### config.mk
export PLATFORM = sky130hd
export DESIGN_NAME = fifo_burst_reader
export DESIGN_NICKNAME = d
export VERILOG_FILES = /design/src/rtl/fifo_rd_pkg.sv /design/src/rtl/fifo_burst_reader.sv
export SDC_FILE = /design/constraint.sdc
export NUM_CORES = 1
export LEC_CHECK = 0
export CAP_MARGIN = 20
export CORE_MARGIN = 5
export CORE_UTILIZATION = 49
export CTS_CLUSTER_DIAMETER = 40
export CTS_CLUSTER_SIZE = 8
export DETAILED_ROUTE_END_ITERATION = 6
export DONT_BUFFER_PORTS = 1
export GPL_TIMING_DRIVEN = 0
export HOLD_SLACK_MARGIN = 0.1
export PLACE_DENSITY_LB_ADDON = 0.2
export SLEW_MARGIN = 15
export SYNTH_ARGS = -nofsm -noshare
export SYNTH_HDL_FRONTEND = slang
export SYNTH_SLANG_ARGS = --single-unit
### constraint.sdc
create_clock -name clk -period 2.2 [get_ports clk]
set_clock_uncertainty 0.1 [all_clocks]
set_input_delay 0.44 -clock clk [delete_from_list [all_inputs] [get_ports clk]]
set_output_delay 0.44 -clock clk [all_outputs]
set_load 0.03 [all_outputs]
### src/rtl/fifo_rd_pkg.sv
// Shared types for the FIFO burst read controller.
package fifo_rd_pkg;

  // Default largest burst a single start may request.
  localparam int MAX_LEN_DEF = 8;

  typedef enum logic [1:0] {
    IDLE     = 2'd0,
    DRAIN    = 2'd1,
    WAIT_ACK = 2'd2
  } rd_state_e;

endpackage

### src/rtl/fifo_burst_reader.sv
// Pops a latched number of entries from a show-ahead FIFO and presents them
// one at a time on a registered valid/ready port, then pulses done.
module fifo_burst_reader
  import fifo_rd_pkg::*;
#(
  parameter int   DATA_WIDTH = 8,
  parameter int   MAX_LEN    = MAX_LEN_DEF,
  localparam int  LEN_W      = $clog2(MAX_LEN + 1)
) (
  input  logic                  clk,
  input  logic                  rst,
  input  logic                  start,
  input  logic [LEN_W-1:0]      len,
  input  logic                  abort,
  output logic                  busy,
  output logic                  done,
  output logic [LEN_W-1:0]      remaining,
  input  logic                  fifo_empty,
  input  logic [DATA_WIDTH-1:0] fifo_data,
  output logic                  fifo_rden,
  output logic                  out_valid,
  output logic [DATA_WIDTH-1:0] out_data,
  input  logic                  out_ready
);

  localparam logic [LEN_W-1:0] MAX_LEN_W = LEN_W'(MAX_LEN);

  rd_state_e             state_q, state_d;
  logic [LEN_W-1:0]      remaining_q, remaining_d;
  logic                  out_valid_q, out_valid_d;
  logic [DATA_WIDTH-1:0] out_data_q, out_data_d;
  logic                  done_q, done_d;
  logic                  pop;

  // Pop only when the output slot is free or being drained this cycle;
  // reset and abort both suppress the pop so no entry is consumed and lost.
  always_comb begin
    pop = (state_q == DRAIN) && !rst && !abort && !fifo_empty &&
          (remaining_q != '0) && (!out_valid_q || out_ready);
  end

  // Next-state, counter and output-register update.
  always_comb begin
    state_d     = state_q;
    remaining_d = remaining_q;
    out_valid_d = out_valid_q;
    out_data_d  = out_data_q;
    done_d      = 1'b0;
    case (state_q)
      IDLE: begin
        if (start) begin
          if (len == '0) begin
            done_d = 1'b1;
          end else begin
            remaining_d = (len > MAX_LEN_W) ? MAX_LEN_W : len;
            state_d     = DRAIN;
          end
        end
      end
      DRAIN: begin
        if (pop) begin
          out_data_d  = fifo_data;
          out_valid_d = 1'b1;
          remaining_d = remaining_q - 1'b1;
          if (remaining_q == LEN_W'(1)) state_d = WAIT_ACK;
        end else if (out_valid_q && out_ready) begin
          out_valid_d = 1'b0;
        end
      end
      WAIT_ACK: begin
        // The last beat is always pending here.
        if (out_ready) begin
          out_valid_d = 1'b0;
          done_d      = 1'b1;
          state_d     = IDLE;
        end
      end
      default: state_d = IDLE;
    endcase
    // Cancel drops the pending beat and the count without signalling done.
    if (abort && state_q != IDLE) begin
      state_d     = IDLE;
      out_valid_d = 1'b0;
      remaining_d = '0;
      done_d      = 1'b0;
    end
  end

  // State and output registers with synchronous reset.
  always_ff @(posedge clk) begin
    if (rst) begin
      state_q     <= IDLE;
      remaining_q <= '0;
      out_valid_q <= 1'b0;
      out_data_q  <= '0;
      done_q      <= 1'b0;
    end else begin
      state_q     <= state_d;
      remaining_q <= remaining_d;
      out_valid_q <= out_valid_d;
      out_data_q  <= out_data_d;
      done_q      <= done_d;
    end
  end

  assign fifo_rden = pop;
  assign busy      = (state_q != IDLE);
  assign done      = done_q;
  assign remaining = remaining_q;
  assign out_valid = out_valid_q;
  assign out_data  = out_data_q;

endmodule

== After elaboration in Yosys (flattened, before gate mapping) ==
Index checks and enable logic that the tools add are counted.
Widths: inputs -> output; s select.
Storage, ports and cells
  register bits: 16
  input port bits: 18
Cells by class
  add/sub/neg operators: 1
  $lt $le $gt $ge: 1
  equality and inequality tests: 9
  muxes and demuxes: 19
  reduce and logical (&&, ||, !) cells: 23
Operators with widths (number)
  $mux 4: 4
  $mux 2: 5
  $ne 2x2->1 const B: 4
  $pmux 4 s2: 1
  $logic_and 1x1->1: 7
  $mux 1: 6
  $pmux 2 s3: 1
  $reduce_bool 2->1: 3
  $reduce_and 5->1: 1
  $eq 4x1->1 const B: 1
  $gt 4x4->1 const B: 1
  $logic_not 1->1: 4
  $logic_not 4->1: 1
  $pmux 1 s2: 2
  $reduce_and 4->1: 1
  $reduce_bool 4->1: 1
  $sub 4x1->4 const B: 1
  $ne 3x2->1 const B: 1
  $reduce_and 3->1: 1
  $eq 2x1->1 const B: 1
  $eq 2x2->1 const B: 1
  $logic_not 2->1: 1
  $ne 2x1->1 const B: 1
  $reduce_and 2->1: 1
  2 further kinds: 2

== Logic depth before layout (Yosys ltp) ==
Gate-level depths: netlist of run 1.
  depth after elaboration: 8
  gate-level depth with buffers: 8
  depth with buffers taken out: 6

== Least setup slack after synthesis of run 1 ==
Ideal clock, no wire load.
  kind: reg-to-output
  start point: reg state_q[1]
  end point: out fifo_rden
  arrival time: 1.487 ns
  required time: 1.660 ns
  setup slack: 0.173 ns
  stages on the path, launching flop included: 7
  cell sequence: dfxtp_1 > inv_1 > ha_1 > buf_6 > or4b_4 > nor3_2 > buf_6
On the way
  word-level cells in the longest chain between the ends: 6
Ends and longest elaborated chain
  start: declaration: RTL line fifo_burst_reader.sv:28  | rd_state_e state_q, state_d;
  start signal: assignment: RTL line fifo_burst_reader.sv:98  | state_q <= state_d;
  $eq 2x1->1: RTL line fifo_burst_reader.sv:38  | pop = (state_q == DRAIN) && !rst && !abort && !fifo_empty &&
  $logic_and 1x1->1 (4 in a row): RTL line fifo_burst_reader.sv:38
  $logic_and 1x1->1: RTL line fifo_burst_reader.sv:39  | (remaining_q != '0) && (!out_valid_q || out_ready);
  end: declaration: RTL line fifo_burst_reader.sv:20  | output logic fifo_rden,
Every way passes these cells.

== Worst setup path after layout of run 1 ==
Same ends and word-level chain as after synthesis.

==> results.json, run 1 <==
{
  "required_ns": 1.66,
  "yosysWarningCount": 0,
  "root_buffer": "clkbuf_4",
  "num_io_pins": 34,
  "areaGrowthSynthToFinish_pct": 14.68,
  "r2r_setup_slack_ns": 0.14,
  "clockPowerShare_pct": 13.0,
  "irDropWorstVdd_v": 0.0005275,
  "slowest_stage": "or4b_4",
  "rsz0062_at_grt": "yes",
  "coreArea_sq_um": 1902,
  "io_buffers": 0,
  "grt_max_degree": 11,
  "post_drt_wl_per_cell_um": 16.76,
  "die-area_sq_um": 2931,
  "setup_violations": 1,
  "die_w_um": 54.14,
  "p_switching_w": 0.0005352,
  "grt-ovfl-total": 0,
  "synthSimpleGateAreaFrac_pct": 21.76,
  "combPwrFrac_pct": 47.4,
  "drive_above_1_share_pct": 25.23,
  "clockBufferDepth": 2,
  "nets": 137,
  "cts_made_buffers": 3,
  "clock-sinks": 16,
  "wirelength_um": 2313,
  "final_cell_mix": "nor2_1, dfxtp_1, mux2i_1, inv_1, buf_4",
  "cts_tree": "built",
  "seqPwrFrac_pct": 39.6,
  "rr_startpoint": "state_q[1]",
  "cp.arrival_ns": 1.66,
  "drtIter0Drc": 33,
  "vias": 837,
  "power_density_nw_per_um2": 1083,
  "synth-xor-area-share_pct": 0,
  "synth.lib_cells_used.distinct": 38,
  "synthCells": 102,
  "clk_pin_slew_worst_paths_ns": 0.10,
  "syn_avg_cell_area_sq_um": 9.359,
  "netlist_area_sq_um": 954.7,
  "antenna_left": 0,
  "antenna_found_initial": 0,
  "max_slew.worst_pin.slew_ns": 0.5576,
  "synth_top_family_by_area": "simple AND/OR/NAND/NOR gates",
  "report.final.slew_viol_count": 0,
  "gp_congestion": 0.8791,
  "critPathKind": "reg -> out",
  "intPower_w": 0.0006505,
  "die_y_um": 54.14,
  "crit_family": "simple AND/OR/NAND/NOR gates",
  "design_area_sq_um": 1095,
  "grt.total_usage_pct": 18.55,
  "endpoint_kind": "output pin",
  "synth-adder-area-share_pct": 7.864,
  "grt_pass1_vias": 902,
  "yosysSeqAreaShare_pct": 33.55,
  "place_area_sq_um": 988.4,
  "drv_cap": 0,
  "hold_class": "in -> reg",
  "setup.worst_path.start_class": "flip-flop",
  "cp_cell_sequence": "inv_2 > ha_4 > or4b_4 > nor3_4 > buf_6",
  "reg2reg_depth": 9,
  "fillers": 181,
  "violations": "negative setup slack",
  "grt_pass1_wl_um": 3870,
  "ys_ff_latch": 16,
  "layout_commonest_cell": "nor2_1",
  "synth_edf_count": 0,
  "synth-async-reset-ratio_pct": 0,
  "viasPerCell": 6.065,
  "min_to": "out_data[3]",
  "critPathBufInv": 2,
  "drc_errors": 0,
  "start_util_pct": 50.20,
  "synth_ff_type": "dfxtp_1",
  "fin_crit_ns": 2.202,
  "num_rows": 16,
  "reg2reg_to": "out_data[7]",
  "hp-start": "fifo_data[3]",
  "num_antenna_cells": 0,
  "htreeDepth": 1,
  "drt_first_pass_iters": 5,
  "cp_slowest_stage_delay_ns": 0.48,
  "fin_ws_ns": -0.001585,
  "worst_slew_margin_rel_pct": 62.78,
  "yosys-mux-area-fraction_pct": 9.436,
  "period_share_pct": 100.1,
  "swShare_pct": 45.14,
  "p_leak_nw": 0.3918,
  "hold_viol": 0,
  "synth_compound_area_share_pct": 21.49,
  "whs_ns": 0.1958,
  "cp_max_fo": 5,
  "cts_hold_buffers": 0,
  "max_freq_mhz": 454.2,
  "dpl.hpwl_um": 1660,
  "whs_path_depth": 2,
  "synth_nets": 126,
  "status": "finished, violations left",
  "clkLatencyLatePin_ns": 0.29
}
## power by group through the flow
stage	clock (W)	sequential (W)	combinational [W]
after global routing	0.000172	0.000479	0.000634
after floorplan	0	0.000439	0.000426
after CTS	0.000157	0.000463	0.000547
after global placement	0	0.000454	0.000504
final	0.000154	0.000469	0.000562
after detailed placement	0	0.000456	0.000503
## synth_stat cells, types with 2 or more instances
library cell / instances / area share (%)
ha_1: 6 / 7.9
nand2b_1: 3 / 2.0
nand3_1: 2 / 1.0
o211ai_1: 2 / 1.6
or4_1: 2 / 1.6
nor3_2: 2 / 2.1
dfxtp_1: 16 / 34
inv_1: 7 / 2.8
buf_6: 2 / 2.4
o31ai_1: 2 / 1.6
nor2_1: 14 / 5.5
nand2_1: 3 / 1.2
a31oi_1: 2 / 1.3
a32oi_1: 3 / 2.8
mux2i_1: 9 / 9.4
a21oi_1: 4 / 2.1
nor3b_1: 2 / 1.6
## cells by family (layout without fill, tap and decap cells)
kind of cell | Yosys count | in the layout
compound gates | 25 | 25
simple gates | 35 | 35
mux | 9 | 9
flops | 16 | 16
fa+ha+maj | 6 | 6
buf+inv | 11 | 20
## how the worst max path moves through the flow
| stage | endpoint | cells after the start | start | slack, ns |
|---|---|---|---|---|
| after detailed placement | fifo_rden | 5 | remaining[0] | 0.04 |
| after global routing | fifo_rden | 5 | state_q[1] | -0.09 |
| after CTS | fifo_rden | 6 | state_q[1] | -0.08 |
| final | fifo_rden | 5 | state_q[1] | -0.002 |
| after floorplan | fifo_rden | 6 | state_q[1] | 0.17 |
| after global placement | fifo_rden | 5 | remaining[0] | 0.05 |
## per-layer routing
| layer | track usage, % | share of wire (%) | up-vias |
|---|---|---|---|
| li1 | - | - | 398 |
| met2 | 28.09 | 46 | 38 |
| met5 | 0 | 0 | - |
| met4 | 9.129 | 1.4 | 0 |
| met1 | 22.33 | 42 | 397 |
| met3 | 7.756 | 10 | 4 |
## metrics by stage
| step | cells | setup slack, ns | util (%) | setup TNS, ns | power (W) |
|---|---|---|---|---|---|
| 2_1_floorplan | 102 | 0.1731 | - | 0 | 0.0008651 |
| 3_3_place_gp | 129 | 0.05320 | 51.97 | 0 | 0.0009581 |
| 3_5_place_dp | 129 | 0.04340 | 51.97 | 0 | 0.0009587 |
| 4_1_cts | 138 | -0.07558 | 57.17 | -0.07558 | 0.001168 |
| 5_1_grt | 138 | -0.08977 | 57.57 | -0.1109 | 0.001284 |
| 6_report | 138 | -0.001585 | 57.57 | -0.001585 | 0.001186 |
## registers in the layout, indices dropped and copies added (netlist names)
signal,cells
done,1
out_data,8
out_valid,1
remaining,4
state_q,2
## area by class of cell
type	instances	area, sq um	area share (%)
multi-input cells	75	610.6	55.77
flip-flops and latches	16	332.8	30.40
repair buffers	7	50.05	4.571
well taps	27	33.78	3.086
inverters	8	30.03	2.743
clock buffers	3	22.52	2.057
plain buffers	2	15.01	1.371
## what timing repair did
item / CTS / global route
endpoints found under the setup margin: 1 / 4
resized for setup: 11 / 3
gates cloned: 1 / 0
setup buffers: 5 / 1
pin swaps: 1 / 2
Note: power is estimated with default switching activity, not from simulation.
==> run 2: changes to the inputs <==
ABC_AREA = 1   (was unset)
==> run 2 against run 1 <==
The run now ends clean. Sequential power grew 17%. Final cell count grew 22%. Worst hold slack gained 0.0094 ns. Critical path depth grew 1. Wire length shrank 14%. Area after synthesis shrank 0.92%. Synthesized cell count grew 36%. Sequential cell count is the same. Total power grew 26%. Register-to-register slack gained 0.06 ns. Combinational power grew 32%. Setup slack gained 0.16 ns. Largest power group unchanged. Highest routed layer unchanged.
==> results.json, run 2 <==
{
  "p_switching_w": 0.0007442,
  "grt_pass1_wl_um": 3291,
  "worst_slew_margin_rel_pct": 72.17,
  "cts_made_buffers": 3,
  "nets": 168,
  "num_rows": 15,
  "clock-sinks": 16,
  "endpoint_kind": "output pin",
  "root_buffer": "clkbuf_4",
  "hp-start": "fifo_data[4]",
  "gp_congestion": 0.8078,
  "netlist_area_sq_um": 945.9,
  "vias": 843,
  "rr_startpoint": "state_q[0]",
  "combPwrFrac_pct": 49.8,
  "grt_pass1_vias": 758,
  "max_freq_mhz": 489.1,
  "period_share_pct": 92.94,
  "grt_max_degree": 11,
  "htreeDepth": 1,
  "post_drt_wl_per_cell_um": 11.88,
  "clk_pin_slew_worst_paths_ns": 0.11,
  "drt_first_pass_iters": 4,
  "critPathKind": "reg -> out",
  "largest_reg_flops": 8,
  "drtIter0Drc": 30,
  "ys_top_cells_by_area": "dfxtp_1, nor2_1, nand2_1",
  "power_density_nw_per_um2": 1445,
  "drc_errors": 0,
  "synthSimpleGateAreaFrac_pct": 36.38,
  "r2r_setup_slack_ns": 0.20,
  "die_w_um": 53.94,
  "report.final.slew_viol_count": 0,
  "die-area_sq_um": 2909,
  "reg2reg_depth": 9,
  "setup.worst_path.start_class": "flip-flop",
  "max_slew.worst_pin.slew_ns": 0.4169,
  "synth-xor-area-share_pct": 0.9259,
  "synth-async-reset-ratio_pct": 0,
  "num_io_pins": 34,
  "die_y_um": 53.94,
  "layout_commonest_cell": "nor2_1",
  "synth.lib_cells_used.distinct": 22,
  "areaGrowthSynthToFinish_pct": 8.995,
  "synth_ff_type": "dfxtp_1",
  "yosysSeqAreaShare_pct": 33.86,
  "multi_input_area_sq_um": 531.8,
  "yosys.area.top_type": "dfxtp_1",
  "drv_cap": 0,
  "fillers": 177,
  "p_leak_nw": 0.4841,
  "synth_edf_count": 0,
  "grt-ovfl-total": 0,
  "clockPowerShare_pct": 13.5,
  "synthCells": 139,
  "setup_tns_ns": 0,
  "layout.cells.non_filler": 168,
  "dpl.hpwl_um": 1589,
  "grt.total_usage_pct": 15.70,
  "cp_max_fo": 10,
  "dpl.cell_count": 164,
  "num_antenna_cells": 0,
  "swShare_pct": 49.94,
  "seqPwrFrac_pct": 36.7,
  "seqCellArea_sq_um": 325.3,
  "cp.arrival_ns": 1.50,
  "whs_path_depth": 2,
  "ys_top_cells_by_count": "nor2_1, nand2_1, inv_1",
  "viasPerCell": 5.018,
  "yosys-mux-area-fraction_pct": 0,
  "required_ns": 1.66,
  "clockBufferDepth": 2,
  "io_buffers": 0,
  "hold_class": "in -> reg",
  "synth.top_cell.area_share_pct": 33.86,
  "wirelength_um": 1996,
  "synth_top_family_by_area": "simple AND/OR/NAND/NOR gates",
  "yosysWarningCount": 0,
  "coreArea_sq_um": 1783,
  "drive_above_1_share_pct": 13.99,
  "clkLatencyLatePin_ns": 0.30,
  "ys_ff_latch": 16,
  "post-route-util_pct": 57.82,
  "final_cell_mix": "nor2_1, nand2_1, inv_1, dfxtp_1, o21ai_0",
  "start_util_pct": 53.05,
  "cts_tree": "built",
  "antenna_left": 0,
  "fin_crit_ns": 2.045,
  "hold_viol": 0,
  "synth-adder-area-share_pct": 7.937,
  "synth_most_common_cell": "nor2_1",
  "min_to": "out_data[4]",
  "intPower_w": 0.0007459,
  "setup_violations": 0,
  "status": "completed",
  "antenna_found_initial": 0,
  "synth_nets": 163,
  "reg2reg_to": "remaining[1]",
  "synth_compound_area_share_pct": 9.656,
  "irDropWorstVdd_v": 0.0006913,
  "syn_avg_cell_area_sq_um": 6.805,
  "rsz0062_at_grt": "no"
}
[run 2: cell count changes in the layout (fill, tap and decap cells not counted), sizes merged, moves of 5 or more]
| cell | delta |
|---|---|
| inv | +12 |
| o21ai | +9 |
| nand3 | +5 |
| buf | -7 |
| nand2 | +24 |
| nand4 | +5 |
| nor2 | +21 |
| mux2i | -9 |
[run 2: cells by family after synthesis]
family	Yosys count
flops	16
compound gates	17
fa+ha+maj	6
simple gates	76
xor+xnor	1
buf+inv	23
[run 2: worst max path at each step]
stage	from	to	slack [ns]	cells past startpoint
floorplan	remaining[0]	fifo_rden	0.41	6
global placement	remaining[0]	fifo_rden	0.29	6
detailed placement	state_q[0]	remaining[1]	0.27	9
CTS	state_q[1]	fifo_rden	0.006	7
global route	state_q[0]	remaining[2]	0.03	9
finish	remaining[1]	fifo_rden	0.16	6
[run 2: what timing repair did]
action | in CTS | in global routing
hold buffers | 0 | 0
resized for setup | 1 | 4
buffers inserted | 0 | 0
pin swaps | 0 | 0
endpoints found under the setup margin | 1 | 1
[run 2: critical path: stages, from the launching register on]
cell and delay, ns:
dfxtp_2 0.44, inv_1 0.12, ha_1 0.22, nand2_1 0.09, nand3_2 0.10, buf_6 0.16, clkinv_8 0.08
[run 2: layout make-up]
type | count | area share [%]
clock buffer | 4 | 3.519
buffer | 2 | 1.456
tap | 25 | 3.034
inverter | 21 | 8.859
sequential | 16 | 31.55
multi-input combinational | 100 | 51.58
[run 2: metrics by stage]
step	hold WS (ns)	setup slack [ns]	area [sq um]	total power [W]
after detailed placement	0.5025	0.2730	977.2	0.001277
after global placement	0.4831	0.2896	977.2	0.001255
after global routing	0.2158	0.03358	1031	0.001650
after CTS	0.2137	0.006236	1015	0.001483
final	0.2052	0.1554	1031	0.001490
after floorplan	0.4582	0.4078	945.9	0.001143
[run 2: power by group through the flow]
stage | clock network, W | registers (W) | logic, W
2_1_floorplan | 0 | 0.000526 | 0.000617
3_5_place_dp | 0 | 0.000546 | 0.000731
5_1_grt | 0.000225 | 0.000561 | 0.000864
6_report | 0.000202 | 0.000547 | 0.000741
4_1_cts | 0.000204 | 0.000541 | 0.000738
3_3_place_gp | 0 | 0.000543 | 0.000712
[run 2: layer usage]
layer | vias to the layer above | GRT usage [%] | routed length (um)
li1 | 445 | - | -
met4 | 0 | 6.383 | 19
met5 | - | 0 | 0
met2 | 27 | 24.60 | 971
met3 | 4 | 5.540 | 195
met1 | 367 | 19.37 | 810
==> run 3: changes to the inputs <==
GPL_ROUTABILITY_DRIVEN = 1   (was unset)
clock period = 2.4 ns   (was 2.2 ns; I/O delays follow)
==> run 3 against run 2 <==
Clock power decreased by 9%. Via count increased by 0.36%. Final cell count unchanged. Utilization decreased by 0.91 points. Sequential share of layout area increased by 0.14 points. Non-clock buffer count unchanged. Sequential power decreased by 9.9%. Setup slack improved by 0.027 ns. Cell area decreased by 1.6%. Combinational power decreased by 9.7%. Highest routed layer unchanged. Wire length increased by 0.10%.
==> results.json, run 3 (synthesis gave the netlist of run 2 again) <==
{
  "wirelength_um": 1998,
  "cts_made_buffers": 3,
  "hold_class": "in -> reg",
  "setup_tns_ns": 0,
  "drtIter0Drc": 24,
  "die_w_um": 53.94,
  "num_io_pins": 34,
  "drt_first_pass_iters": 4,
  "io_buffers": 0,
  "hold_viol": 0,
  "cts_tree": "built",
  "start_util_pct": 53.05,
  "cp_max_fo": 10,
  "rsz0062_at_grt": "no",
  "report.final.slew_viol_count": 0,
  "viasPerCell": 5.036,
  "nets": 168,
  "critPathKind": "reg -> out",
  "setup_violations": 0,
  "clockBufferDepth": 2,
  "layout.cells.non_filler": 168,
  "grt_pass1_wl_um": 3291,
  "fin_crit_ns": 2.218,
  "period_share_pct": 92.40,
  "required_ns": 1.82,
  "htreeDepth": 1,
  "clock-sinks": 16,
  "power_density_nw_per_um2": 1326,
  "clkLatencyLatePin_ns": 0.29,
  "grt_pass1_vias": 758,
  "root_buffer": "clkbuf_4",
  "status": "completed",
  "gp_congestion": 0.8078,
  "cp.arrival_ns": 1.64,
  "layout_commonest_cell": "nor2_1",
  "endpoint_kind": "output pin",
  "die_y_um": 53.94,
  "coreArea_sq_um": 1783,
  "antenna_left": 0,
  "antenna_found_initial": 0,
  "die-area_sq_um": 2909,
  "vias": 846,
  "cts_hold_buffers": 0,
  "r2r_setup_slack_ns": 0.47,
  "grt_max_degree": 11,
  "max_freq_mhz": 450.9,
  "grt-ovfl-total": 0,
  "areaGrowthSynthToFinish_pct": 7.275,
  "clk_pin_slew_worst_paths_ns": 0.11,
  "p_leak_nw": 0.4830,
  "largest_reg_flops": 8,
  "grt.total_usage_pct": 15.70,
  "num_antenna_cells": 0,
  "dpl.cell_count": 164,
  "max_slew.worst_pin.slew_ns": 0.4148,
  "irDropWorstVdd_v": 0.0006205,
  "drc_errors": 0,
  "post_drt_wl_per_cell_um": 11.89,
  "setup.worst_path.start_class": "flip-flop",
  "worst_slew_margin_rel_pct": 72.31,
  "num_rows": 15,
  "final_cell_mix": "nor2_1, nand2_1, inv_1, dfxtp_1, o21ai_0",
  "drive_above_1_share_pct": 12.59,
  "dpl.hpwl_um": 1589,
  "drv_cap": 0
}
[run 3: worst paths after layout]
path,from,endpoint,cells after the start
worst max-delay path,state_q[1],fifo_rden,7
worst min-delay path,fifo_data[4],out_data[4],2
worst max register to register,state_q[0],remaining[1],9
worst min register to register,state_q[0],state_q[0],4
[run 3: cell type report]
type | instances | area (sq um)
well taps | 25 | 31.28
fillers | 180 | 768.2
multi-input cells | 100 | 519.2
plain buffers | 2 | 15.01
clock buffers | 4 | 36.28
flip-flops and latches | 16 | 321.6
inverters | 21 | 91.34
[run 3: through the flow]
step | power, W | worst slack [ns] | hold slack (ns) | utilization [%] | cell area, sq um
after floorplan | 0.001048 | 0.5678 | 0.4582 | - | 945.9
after global placement | 0.001151 | 0.4496 | 0.4831 | 54.81 | 977.2
after detailed placement | 0.001170 | 0.4461 | 0.5025 | 54.81 | 977.2
after CTS | 0.001357 | 0.1049 | 0.2537 | 56.84 | 1013
after global routing | 0.001492 | 0.02933 | 0.2558 | 56.91 | 1015
final | 0.001346 | 0.1824 | 0.2475 | 56.91 | 1015
[run 3: what timing repair did]
item                                    4_1_cts  5_1_grt
endpoints found under the setup margin        0        1
setup buffers                                 0        0
gates resized for setup                       0        1
endpoints found under the hold margin         0        0
[run 3: layer usage]
metal | vias up | GRT usage [%] | routed length, um
met5 | - | 0 | 0
met4 | 0 | 6.383 | 19
met3 | 4 | 5.540 | 201
met2 | 27 | 24.60 | 969
met1 | 369 | 19.37 | 808
li1 | 446 | - | -
[run 3: worst max-delay path, cell delays in order (launching register included)]
cell and delay (ns):
dfxtp_1 0.33, inv_1 0.11, ha_1 0.31, inv_2 0.13, nor2_2 0.11, nand3_2 0.10, buf_6 0.16, clkinv_8 0.08
[run 3: where the power goes]
part / switching, W / total, W / internal (W)
clock: 0.0000915 / 0.000184 / 0.0000924
combinational: 0.000425 / 0.000669 / 0.000244
sequential: 0.000158 / 0.000493 / 0.000334
total: 0.000675 / 0.00135 / 0.000670
